===== config.mk =====
export PLATFORM = sky130hd
export DESIGN_NAME = ntsc_line_fetch_flat
export DESIGN_NICKNAME = d
export VERILOG_FILES = /design/src/rtl/ntsc_pkg.sv /design/src/rtl/ntsc_line_fetch_if.sv /design/src/rtl/line_buffer_2bank.sv /design/src/rtl/ntsc_line_fetch.sv /design/src/flat_wrapper.sv
export SDC_FILE = /design/constraint.sdc
export NUM_CORES = 2
export LEC_CHECK = 0
export CAP_MARGIN = 10
export CORE_ASPECT_RATIO = 1.1
export CORE_UTILIZATION = 45
export CTS_CLUSTER_DIAMETER = 60
export DETAILED_ROUTE_END_ITERATION = 10
export HOLD_SLACK_MARGIN = 0.03
export PLACE_DENSITY = 0.64
export SLEW_MARGIN = 5
export SYNTH_ARGS = -nofsm -noshare
export SYNTH_HDL_FRONTEND = slang
export SYNTH_SLANG_ARGS = --single-unit

===== constraint.sdc =====
create_clock -name clk -period 4.4 [get_ports clk]
set_input_delay 1.32 -clock clk [delete_from_list [all_inputs] [get_ports clk]]
set_output_delay 1.32 -clock clk [all_outputs]
set_load 0.1 [all_outputs]

===== src/rtl/ntsc_pkg.sv =====
// Shared types and constants for the NTSC line fetcher and the composite generator.
package ntsc_pkg;

    typedef enum logic {
        ST_IDLE  = 1'b0,
        ST_FETCH = 1'b1
    } fetch_state_e;

    localparam int PIX_BITS     = 4;
    localparam int PIX_PER_WORD = 4;
    localparam int WORD_BITS    = PIX_BITS * PIX_PER_WORD;

    localparam int WORDS_PER_LINE_DEF = 64;
    localparam int V_LINES_DEF        = 240;
    localparam int MAX_LEVEL_DEF      = 12;

    // Codes above MAX_LEVEL are reserved by the generator; sync is one of them.
    localparam logic [PIX_BITS-1:0] LUMA_BLACK = 4'd0;
    localparam logic [PIX_BITS-1:0] LUMA_SYNC  = 4'd15;

    // Pixels are packed MSB-first: column 0 of a word sits in bits 15:12.
    function automatic logic [PIX_BITS-1:0] nibble_sel(input logic [WORD_BITS-1:0] word,
                                                       input logic [1:0]           sel);
        logic [PIX_BITS-1:0] nib;
        case (sel)
            2'd0:    nib = word[15:12];
            2'd1:    nib = word[11:8];
            2'd2:    nib = word[7:4];
            default: nib = word[3:0];
        endcase
        return nib;
    endfunction

endpackage


===== src/rtl/ntsc_line_fetch_if.sv =====
// Line timing, pixel request, memory read bus and status signals of the line fetcher.
interface ntsc_line_fetch_if;

    logic        line_start;
    logic [8:0]  line_y;
    logic [15:0] fb_base;
    logic        pix_en;
    logic [7:0]  pix_x;
    logic [3:0]  pix_data;
    logic        mem_req;
    logic [15:0] mem_addr;
    logic        mem_ack;
    logic [15:0] mem_data;
    logic        underrun_clr;
    logic        underrun;

    modport master (
        input  line_start, line_y, fb_base, pix_en, pix_x, mem_ack, mem_data, underrun_clr,
        output pix_data, mem_req, mem_addr, underrun
    );

    modport slave (
        output line_start, line_y, fb_base, pix_en, pix_x, mem_ack, mem_data, underrun_clr,
        input  pix_data, mem_req, mem_addr, underrun
    );

endinterface


===== src/rtl/line_buffer_2bank.sv =====
// Two-bank line RAM: one synchronous write port and one registered read port.
module line_buffer_2bank
    import ntsc_pkg::*;
#(
    parameter int WORDS = WORDS_PER_LINE_DEF,
    parameter int IDX_W = $clog2(WORDS_PER_LINE_DEF)
) (
    input  logic                 clk,
    input  logic                 wr_en_i,
    input  logic                 wr_bank_i,
    input  logic [IDX_W-1:0]     wr_idx_i,
    input  logic [WORD_BITS-1:0] wr_data_i,
    input  logic                 rd_bank_i,
    input  logic [IDX_W-1:0]     rd_idx_i,
    output logic [WORD_BITS-1:0] rd_data_o
);

    logic [WORD_BITS-1:0] mem_q [2*WORDS];
    logic [WORD_BITS-1:0] rd_data_q;

    always_ff @(posedge clk) begin
        if (wr_en_i) begin
            mem_q[{wr_bank_i, wr_idx_i}] <= wr_data_i;
        end
        rd_data_q <= mem_q[{rd_bank_i, rd_idx_i}];
    end

    assign rd_data_o = rd_data_q;

endmodule


===== src/rtl/ntsc_line_fetch.sv =====
// Fetches the next scanline into the off-screen bank while the on-screen bank feeds
// clamped luma pixels to the composite generator.
module ntsc_line_fetch
    import ntsc_pkg::*;
#(
    parameter int WORDS_PER_LINE = WORDS_PER_LINE_DEF,
    parameter int V_LINES        = V_LINES_DEF,
    parameter int MAX_LEVEL      = MAX_LEVEL_DEF
) (
    input  logic              clk,
    input  logic              rst,
    ntsc_line_fetch_if.master bus
);

    localparam int                  IDX_W    = $clog2(WORDS_PER_LINE);
    localparam logic [IDX_W-1:0]    LAST_IDX = IDX_W'(WORDS_PER_LINE - 1);
    localparam logic [PIX_BITS-1:0] MAX_CODE = PIX_BITS'(MAX_LEVEL);

    function automatic logic [PIX_BITS-1:0] luma_clamp(input logic [PIX_BITS-1:0] code);
        return (code > MAX_CODE) ? MAX_CODE : code;
    endfunction

    fetch_state_e         state_q, state_d;
    logic                 disp_bank_q, disp_bank_d;
    logic [1:0]           bank_valid_q, bank_valid_d;
    logic [IDX_W-1:0]     word_idx_q, word_idx_d;
    logic [WORD_BITS-1:0] mem_addr_q, mem_addr_d;
    logic                 underrun_q, underrun_d;
    logic                 pix_vld_q, pix_vld_d;
    logic [1:0]           nib_sel_q;

    logic                 fetch_bank;
    logic                 rd_bank;
    logic                 line_in_range;
    logic                 take_ack;
    logic                 last_word;
    logic [WORD_BITS-1:0] line_base;
    logic [WORD_BITS-1:0] rd_word;
    logic                 mem_req;
    logic [PIX_BITS-1:0]  pix_data;

    assign fetch_bank    = ~disp_bank_q;
    // A pixel read in the swap cycle must already see the bank about to be displayed.
    assign rd_bank       = bus.line_start ? fetch_bank : disp_bank_q;
    assign line_in_range = int'(bus.line_y) < V_LINES;
    assign line_base     = bus.fb_base + WORD_BITS'(int'(bus.line_y) * WORDS_PER_LINE);
    assign take_ack      = (state_q == ST_FETCH) && bus.mem_ack && !bus.line_start;
    assign last_word     = (word_idx_q == LAST_IDX);

    always_ff @(posedge clk) begin
        if (rst) begin
            state_q <= ST_IDLE;
        end else begin
            state_q <= state_d;
        end
    end

    always_comb begin
        state_d = state_q;
        if (bus.line_start) begin
            state_d = line_in_range ? ST_FETCH : ST_IDLE;
        end else if (take_ack && last_word) begin
            state_d = ST_IDLE;
        end
    end

    always_comb begin
        mem_req  = (state_q == ST_FETCH);
        pix_data = pix_vld_q ? luma_clamp(nibble_sel(rd_word, nib_sel_q)) : LUMA_BLACK;
    end

    always_comb begin
        disp_bank_d  = disp_bank_q;
        bank_valid_d = bank_valid_q;
        word_idx_d   = word_idx_q;
        mem_addr_d   = mem_addr_q;
        underrun_d   = underrun_q;
        pix_vld_d    = bus.pix_en && bank_valid_q[rd_bank];

        if (bus.line_start) begin
            disp_bank_d               = fetch_bank;
            bank_valid_d[disp_bank_q] = 1'b0;
            word_idx_d                = '0;
            if (line_in_range) begin
                mem_addr_d = line_base;
            end
        end else if (take_ack) begin
            word_idx_d = word_idx_q + 1'b1;
            // Address stays on the final word once the line is complete.
            if (last_word) begin
                bank_valid_d[fetch_bank] = 1'b1;
            end else begin
                mem_addr_d = mem_addr_q + 16'd1;
            end
        end

        // A new underrun wins over a simultaneous clear.
        if (bus.line_start && (state_q == ST_FETCH)) begin
            underrun_d = 1'b1;
        end else if (bus.underrun_clr) begin
            underrun_d = 1'b0;
        end
    end

    always_ff @(posedge clk) begin
        if (rst) begin
            disp_bank_q  <= 1'b0;
            bank_valid_q <= 2'b00;
            word_idx_q   <= '0;
            mem_addr_q   <= '0;
            underrun_q   <= 1'b0;
            pix_vld_q    <= 1'b0;
        end else begin
            disp_bank_q  <= disp_bank_d;
            bank_valid_q <= bank_valid_d;
            word_idx_q   <= word_idx_d;
            mem_addr_q   <= mem_addr_d;
            underrun_q   <= underrun_d;
            pix_vld_q    <= pix_vld_d;
        end
    end

    always_ff @(posedge clk) begin
        nib_sel_q <= bus.pix_x[1:0];
    end

    line_buffer_2bank #(
        .WORDS (WORDS_PER_LINE),
        .IDX_W (IDX_W)
    ) u_line_buffer (
        .clk       (clk),
        .wr_en_i   (take_ack),
        .wr_bank_i (fetch_bank),
        .wr_idx_i  (word_idx_q),
        .wr_data_i (bus.mem_data),
        .rd_bank_i (rd_bank),
        .rd_idx_i  (IDX_W'(bus.pix_x[7:2])),
        .rd_data_o (rd_word)
    );

    assign bus.mem_req  = mem_req;
    assign bus.mem_addr = mem_addr_q;
    assign bus.pix_data = pix_data;
    assign bus.underrun = underrun_q;

endmodule


===== src/flat_wrapper.sv =====
// flat-port wrapper written by rule: the top's interface ports become plain ports
module ntsc_line_fetch_flat import ntsc_pkg::*;
#(
    parameter int WORDS_PER_LINE = WORDS_PER_LINE_DEF,
    parameter int V_LINES        = V_LINES_DEF,
    parameter int MAX_LEVEL      = MAX_LEVEL_DEF
)
  (clk, rst, bus_line_start, bus_line_y, bus_fb_base, bus_pix_en, bus_pix_x, bus_mem_ack, bus_mem_data, bus_underrun_clr, bus_pix_data, bus_mem_req, bus_mem_addr, bus_underrun);
  ntsc_line_fetch_if bus_i ();
  input  logic clk;
  input  logic rst;
  input wire logic [$bits(bus_i.line_start)-1:0] bus_line_start;
  input wire logic [$bits(bus_i.line_y)-1:0] bus_line_y;
  input wire logic [$bits(bus_i.fb_base)-1:0] bus_fb_base;
  input wire logic [$bits(bus_i.pix_en)-1:0] bus_pix_en;
  input wire logic [$bits(bus_i.pix_x)-1:0] bus_pix_x;
  input wire logic [$bits(bus_i.mem_ack)-1:0] bus_mem_ack;
  input wire logic [$bits(bus_i.mem_data)-1:0] bus_mem_data;
  input wire logic [$bits(bus_i.underrun_clr)-1:0] bus_underrun_clr;
  output wire logic [$bits(bus_i.pix_data)-1:0] bus_pix_data;
  output wire logic [$bits(bus_i.mem_req)-1:0] bus_mem_req;
  output wire logic [$bits(bus_i.mem_addr)-1:0] bus_mem_addr;
  output wire logic [$bits(bus_i.underrun)-1:0] bus_underrun;
  assign bus_i.line_start = bus_line_start;
  assign bus_i.line_y = bus_line_y;
  assign bus_i.fb_base = bus_fb_base;
  assign bus_i.pix_en = bus_pix_en;
  assign bus_i.pix_x = bus_pix_x;
  assign bus_i.mem_ack = bus_mem_ack;
  assign bus_i.mem_data = bus_mem_data;
  assign bus_i.underrun_clr = bus_underrun_clr;
  assign bus_pix_data = bus_i.pix_data;
  assign bus_mem_req = bus_i.mem_req;
  assign bus_mem_addr = bus_i.mem_addr;
  assign bus_underrun = bus_i.underrun;
  ntsc_line_fetch #(.WORDS_PER_LINE(WORDS_PER_LINE), .V_LINES(V_LINES), .MAX_LEVEL(MAX_LEVEL)) u_core (.clk(clk), .rst(rst), .bus(bus_i));
endmodule

==> flow_metrics.py <==
metrics = {
    "timing": {
        "final-setup-viol-count": 0,
        "worstMarginPinSlew_ps": 1280,
        "final-max-slew-violation-count": 0,
        "tcrit_tclk_final": 0.957,
        "period_needed_ps": 4210,
        "final-hold-violation-count": 0,
        "achievable-frequency_mhz": 237,
        "tns_ps": 0,
        "fin_worst_skew_ps": 27.0,
        "grt_setup_unrepaired": "no",
        "max_slew_margin": 0.146,
    },
    "routing": {
        "drc_errors_left": 0,
        "drt_wl_total_um": 203000,
        "dr.first_iter.drc_count": 4701,
        "route.vias.total": 39400,
        "wl_per_cell_um": 31.1,
        "detail_route.vias_per_cell": 6.01,
        "drtAntennaViolNets": 0,
        "drt_pre_antenna_iters": 6,
    },
    "job": {
        "cap_violations": 0,
    },
    "clock_tree": {
        "insertion_delay_ps": 840,
        "tritoncts": "built",
        "clk_pin_slew_ps": 60,
        "cts_buffer_depth": 3,
        "post-cts-setup-buffers": 0,
        "tritoncts_num_sinks": 2094,
        "cts_inserted_buffers": 199,
        "cts-resized-gates": 1,
        "cts_max_level": 4,
        "postCtsHoldBufs": 0,
        "ctsRootBufferMaster": "sky130_fd_sc_hd__clkbuf_16",
    },
    "die": {
        "fp-row-count": 161,
        "die-height_um": 444,
        "design.die.area_um2": 179000,
        "core_area_um2": 176000,
        "initial_core_util": 0.455,
        "top_level_ports": 77,
        "die_x_um": 404,
    },
    "power_and_ir_drop": {
        "cellInternalPower_w": 0.0326,
        "switching_power_w": 0.00863,
        "worst_ir_drop_vdd_uv": 300,
        "clockPowerShare": 0.413,
        "switching_share_of_power": 0.209,
        "p_leak_nw": 28.9,
        "power_frac_comb": 0.054,
        "seq_power_share": 0.533,
        "power.density_cell_area_nw_per_um2": 445,
    },
    "final_layout": {
        "fin_nets": 4089,
        "leading_cell_type_in_the_layout_fill_and_taps_excluded": "sky130_fd_sc_hd__edfxtp_1",
        "layout.cells.most_common_list": "sky130_fd_sc_hd__edfxtp_1 (2048), sky130_fd_sc_hd__mux4_2 (526), sky130_fd_sc_hd__buf_4 (320), sky130_fd_sc_hd__clkbuf_16 (205), sky130_fd_sc_hd__a22oi_1 (196)",
        "final_util": 0.527,
        "area_delta_synth_final_pct": 15.8,
        "drive_above_1_share": 0.288,
    },
    "global_route": {
        "grt_pass1_vias": 39400,
        "grt_antenna_before_repair": 9,
        "grt_start_max_net_pins": 119,
        "grt_remaining_overflow": 0,
        "global_route.usage.total": 0.228,
        "grt_pass1_wl_um": 291000,
    },
    "placement": {
        "buffer_ports.inserted": 76,
        "gp_routability_congestion": 0.935,
        "hpwl_um": 126000,
    },
    "logic_synthesis": {
        "synth_top_area_frac": 0.769,
        "synth_largest_area_cell": "sky130_fd_sc_hd__edfxtp_1",
        "synth_cell_type_count": 57,
        "synth.cell_area_um2": 80000,
        "synthArstFlopShare": 0,
        "synth_cells": 3593,
        "seq_area_frac_synth": 0.780,
        "synth_edf_count": 2048,
        "synthesis.yosys.warnings": 0,
        "synth-seq-cells": 2094,
        "synth_area_per_cell_um2": 22.3,
        "netlist_top_cells_area": "sky130_fd_sc_hd__edfxtp_1 (77%), sky130_fd_sc_hd__mux4_2 (15%), sky130_fd_sc_hd__a22oi_1 (1.8%)",
        "ys.flop_type": "sky130_fd_sc_hd__edfxtp_1",
        "syn-num-nets": 3660,
    },
    "critical_path": {
        "worstPathRequired_ps": 3080,
        "critical-path-slowest-cell": "sky130_fd_sc_hd__mux4_2",
        "worst-r2r-cell-count": 9,
        "cp_num_buf_inv": 1,
        "critPathKind": "register to output port",
        "cp_max_fo": 4,
        "crit_family": "multiplexers",
        "timing.critical_path.cells": "mux4_2 -> nand2_1 -> and3_1 -> buf_4",
        "critical_path.reg2reg.startpoint": "u_core.disp_bank_q$_SDFF_PP0_",
        "beginning_of_the_critical_path": "u_core.nib_sel_q[0]$_DFF_P_",
        "critical-path-max-stage-delay_ps": 610,
        "regToRegEndpoint": "u_core.u_line_buffer.rd_data_o[11]$_DFF_P_",
        "critical_path.endpoint_type": "output port",
        "crit_path_start_kind": "register",
        "worst-r2r-setup-slack_ps": 1130,
        "worst_ep_arrival_time_ps": 2890,
    },
    "hold_path": {
        "min-delay-path-class": "register to register",
        "sink_of_the_worst_hold_path": "u_core.bank_valid_q[0]$_SDFFE_PP0P_",
        "worstHoldPathCells": 2,
        "min-delay-start": "u_core.bank_valid_q[0]$_SDFFE_PP0P_",
    },
    "run_status": {
        "run_status": "completed",
    },
}
-- sequential cells by signal, indices dropped and copies added (netlist names) --
| register | cells |
|---|---|
| u_core.bus.mem_addr | 16 |
| u_core.nib_sel_q | 2 |
| u_core.u_line_buffer.rd_data_o | 16 |
| u_core.bus.mem_req | 1 |
| u_core.u_line_buffer.mem_q | 2048 |
| u_core.pix_vld_q | 1 |
| u_core.bus.underrun | 1 |
| u_core.word_idx_q | 6 |
| u_core.disp_bank_q | 1 |
| u_core.bank_valid_q | 2 |
-- through the flow --
stage	total power [W]	hold slack [ps]	instance area, um^2	cells	worst slack, ps
2_1_floorplan	0.0235	450	80000	3593	525
3_3_place_gp	0.0246	458	86100	6183	82.2
3_5_place_dp	0.0246	474	86100	6183	121
4_1_cts	0.0415	483	92600	6543	121
5_1_grt	0.0423	527	92600	6545	157
6_report	0.0412	482	92600	6547	188
-- Yosys cell counts, types with 3 or more instances --
cell and count:
sky130_fd_sc_hd__edfxtp_1 2048, sky130_fd_sc_hd__mux4_2 526, sky130_fd_sc_hd__a22oi_1 196, sky130_fd_sc_hd__nor2_1 168, sky130_fd_sc_hd__clkbuf_1 90, sky130_fd_sc_hd__buf_2 76
sky130_fd_sc_hd__a21oi_1 54, sky130_fd_sc_hd__dfxtp_1 46, sky130_fd_sc_hd__nand3_1 38, sky130_fd_sc_hd__nand2_1 35, sky130_fd_sc_hd__mux2i_1 31, sky130_fd_sc_hd__o21ai_0 31
sky130_fd_sc_hd__nand4_1 23, sky130_fd_sc_hd__a41oi_1 20, sky130_fd_sc_hd__nor2b_1 20, sky130_fd_sc_hd__nor3_1 19, sky130_fd_sc_hd__a31oi_1 18, sky130_fd_sc_hd__buf_1 17
sky130_fd_sc_hd__a41o_1 16, sky130_fd_sc_hd__ha_1 11, sky130_fd_sc_hd__buf_4 8, sky130_fd_sc_hd__nand2b_1 8, sky130_fd_sc_hd__and3_1 7, sky130_fd_sc_hd__xnor2_1 7
sky130_fd_sc_hd__a211oi_1 5, sky130_fd_sc_hd__a21o_1 5, sky130_fd_sc_hd__buf_6 5, sky130_fd_sc_hd__nor4_1 5, sky130_fd_sc_hd__xor2_1 5, sky130_fd_sc_hd__inv_1 4
sky130_fd_sc_hd__nand3b_1 4, sky130_fd_sc_hd__nor3b_1 4, sky130_fd_sc_hd__or3_1 4, sky130_fd_sc_hd__a211o_1 3, sky130_fd_sc_hd__nand4b_1 3, sky130_fd_sc_hd__o31ai_1 3
sky130_fd_sc_hd__or2_2 3
-- area by class of cell --
type / instances / area [um^2]
antenna: 3 / 7.51
clock buffer: 253 / 5310
clock inverter: 107 / 1150
fill: 13400 / 83200
inverter: 4 / 15.0
multi-input combinational: 1299 / 16800
sequential: 2094 / 62400
tap: 2363 / 2960
timing repair buffer: 424 / 3950
-- tightest hold or removal path, delay by kind of cell (launching register included) --
kind               cells  cell delay, ps
DFF                    1             310
AOI/OAI and AO/OA      2             130
-- power groups by stage --
stage / Clock [W] / Combinational (W) / Sequential [W]
2_1_floorplan: 0 / 0.00102 / 0.0224
3_3_place_gp: 0 / 0.00222 / 0.0224
4_1_cts: 0.0173 / 0.00224 / 0.0220
5_1_grt: 0.0180 / 0.00233 / 0.0220
3_5_place_dp: 0 / 0.00224 / 0.0224
6_report: 0.0170 / 0.00223 / 0.0220
-- worst max-delay path by stage --
stage,depth (start not counted),endpoint
after global routing,4,bus_pix_data[1]
after detailed placement,8,u_core.u_line_buffer.rd_data_o[12]$_DFF_P_
final,4,bus_pix_data[1]
after global placement,7,u_core.u_line_buffer.rd_data_o[7]$_DFF_P_
after floorplan,7,u_core.u_line_buffer.mem_q[80][0]$_DFFE_PP_
after CTS,4,bus_pix_data[1]
-- logic make-up after synthesis --
group                    share of synthesized area
AND/OR/NAND/NOR                             0.0207
AO/OA/AOI/OAI                               0.0324
buffers and inverters                       0.0114
flip-flops                                   0.780
XOR/XNOR                                   0.00131
multiplexers                                 0.152
adder cells (fa/ha/maj)                    0.00197
-- routing by layer --
layer | track usage | vias to the layer above | routed length, um
met2 | 0.365 | 1778 | 99300
met4 | 0.0896 | 6 | 8050
li1 | - | 16200 | -
met3 | 0.0412 | 315 | 16000
met5 | 0 | - | 40
met1 | 0.312 | 21000 | 80100
Note: power is estimated with default switching activity, not from simulation.
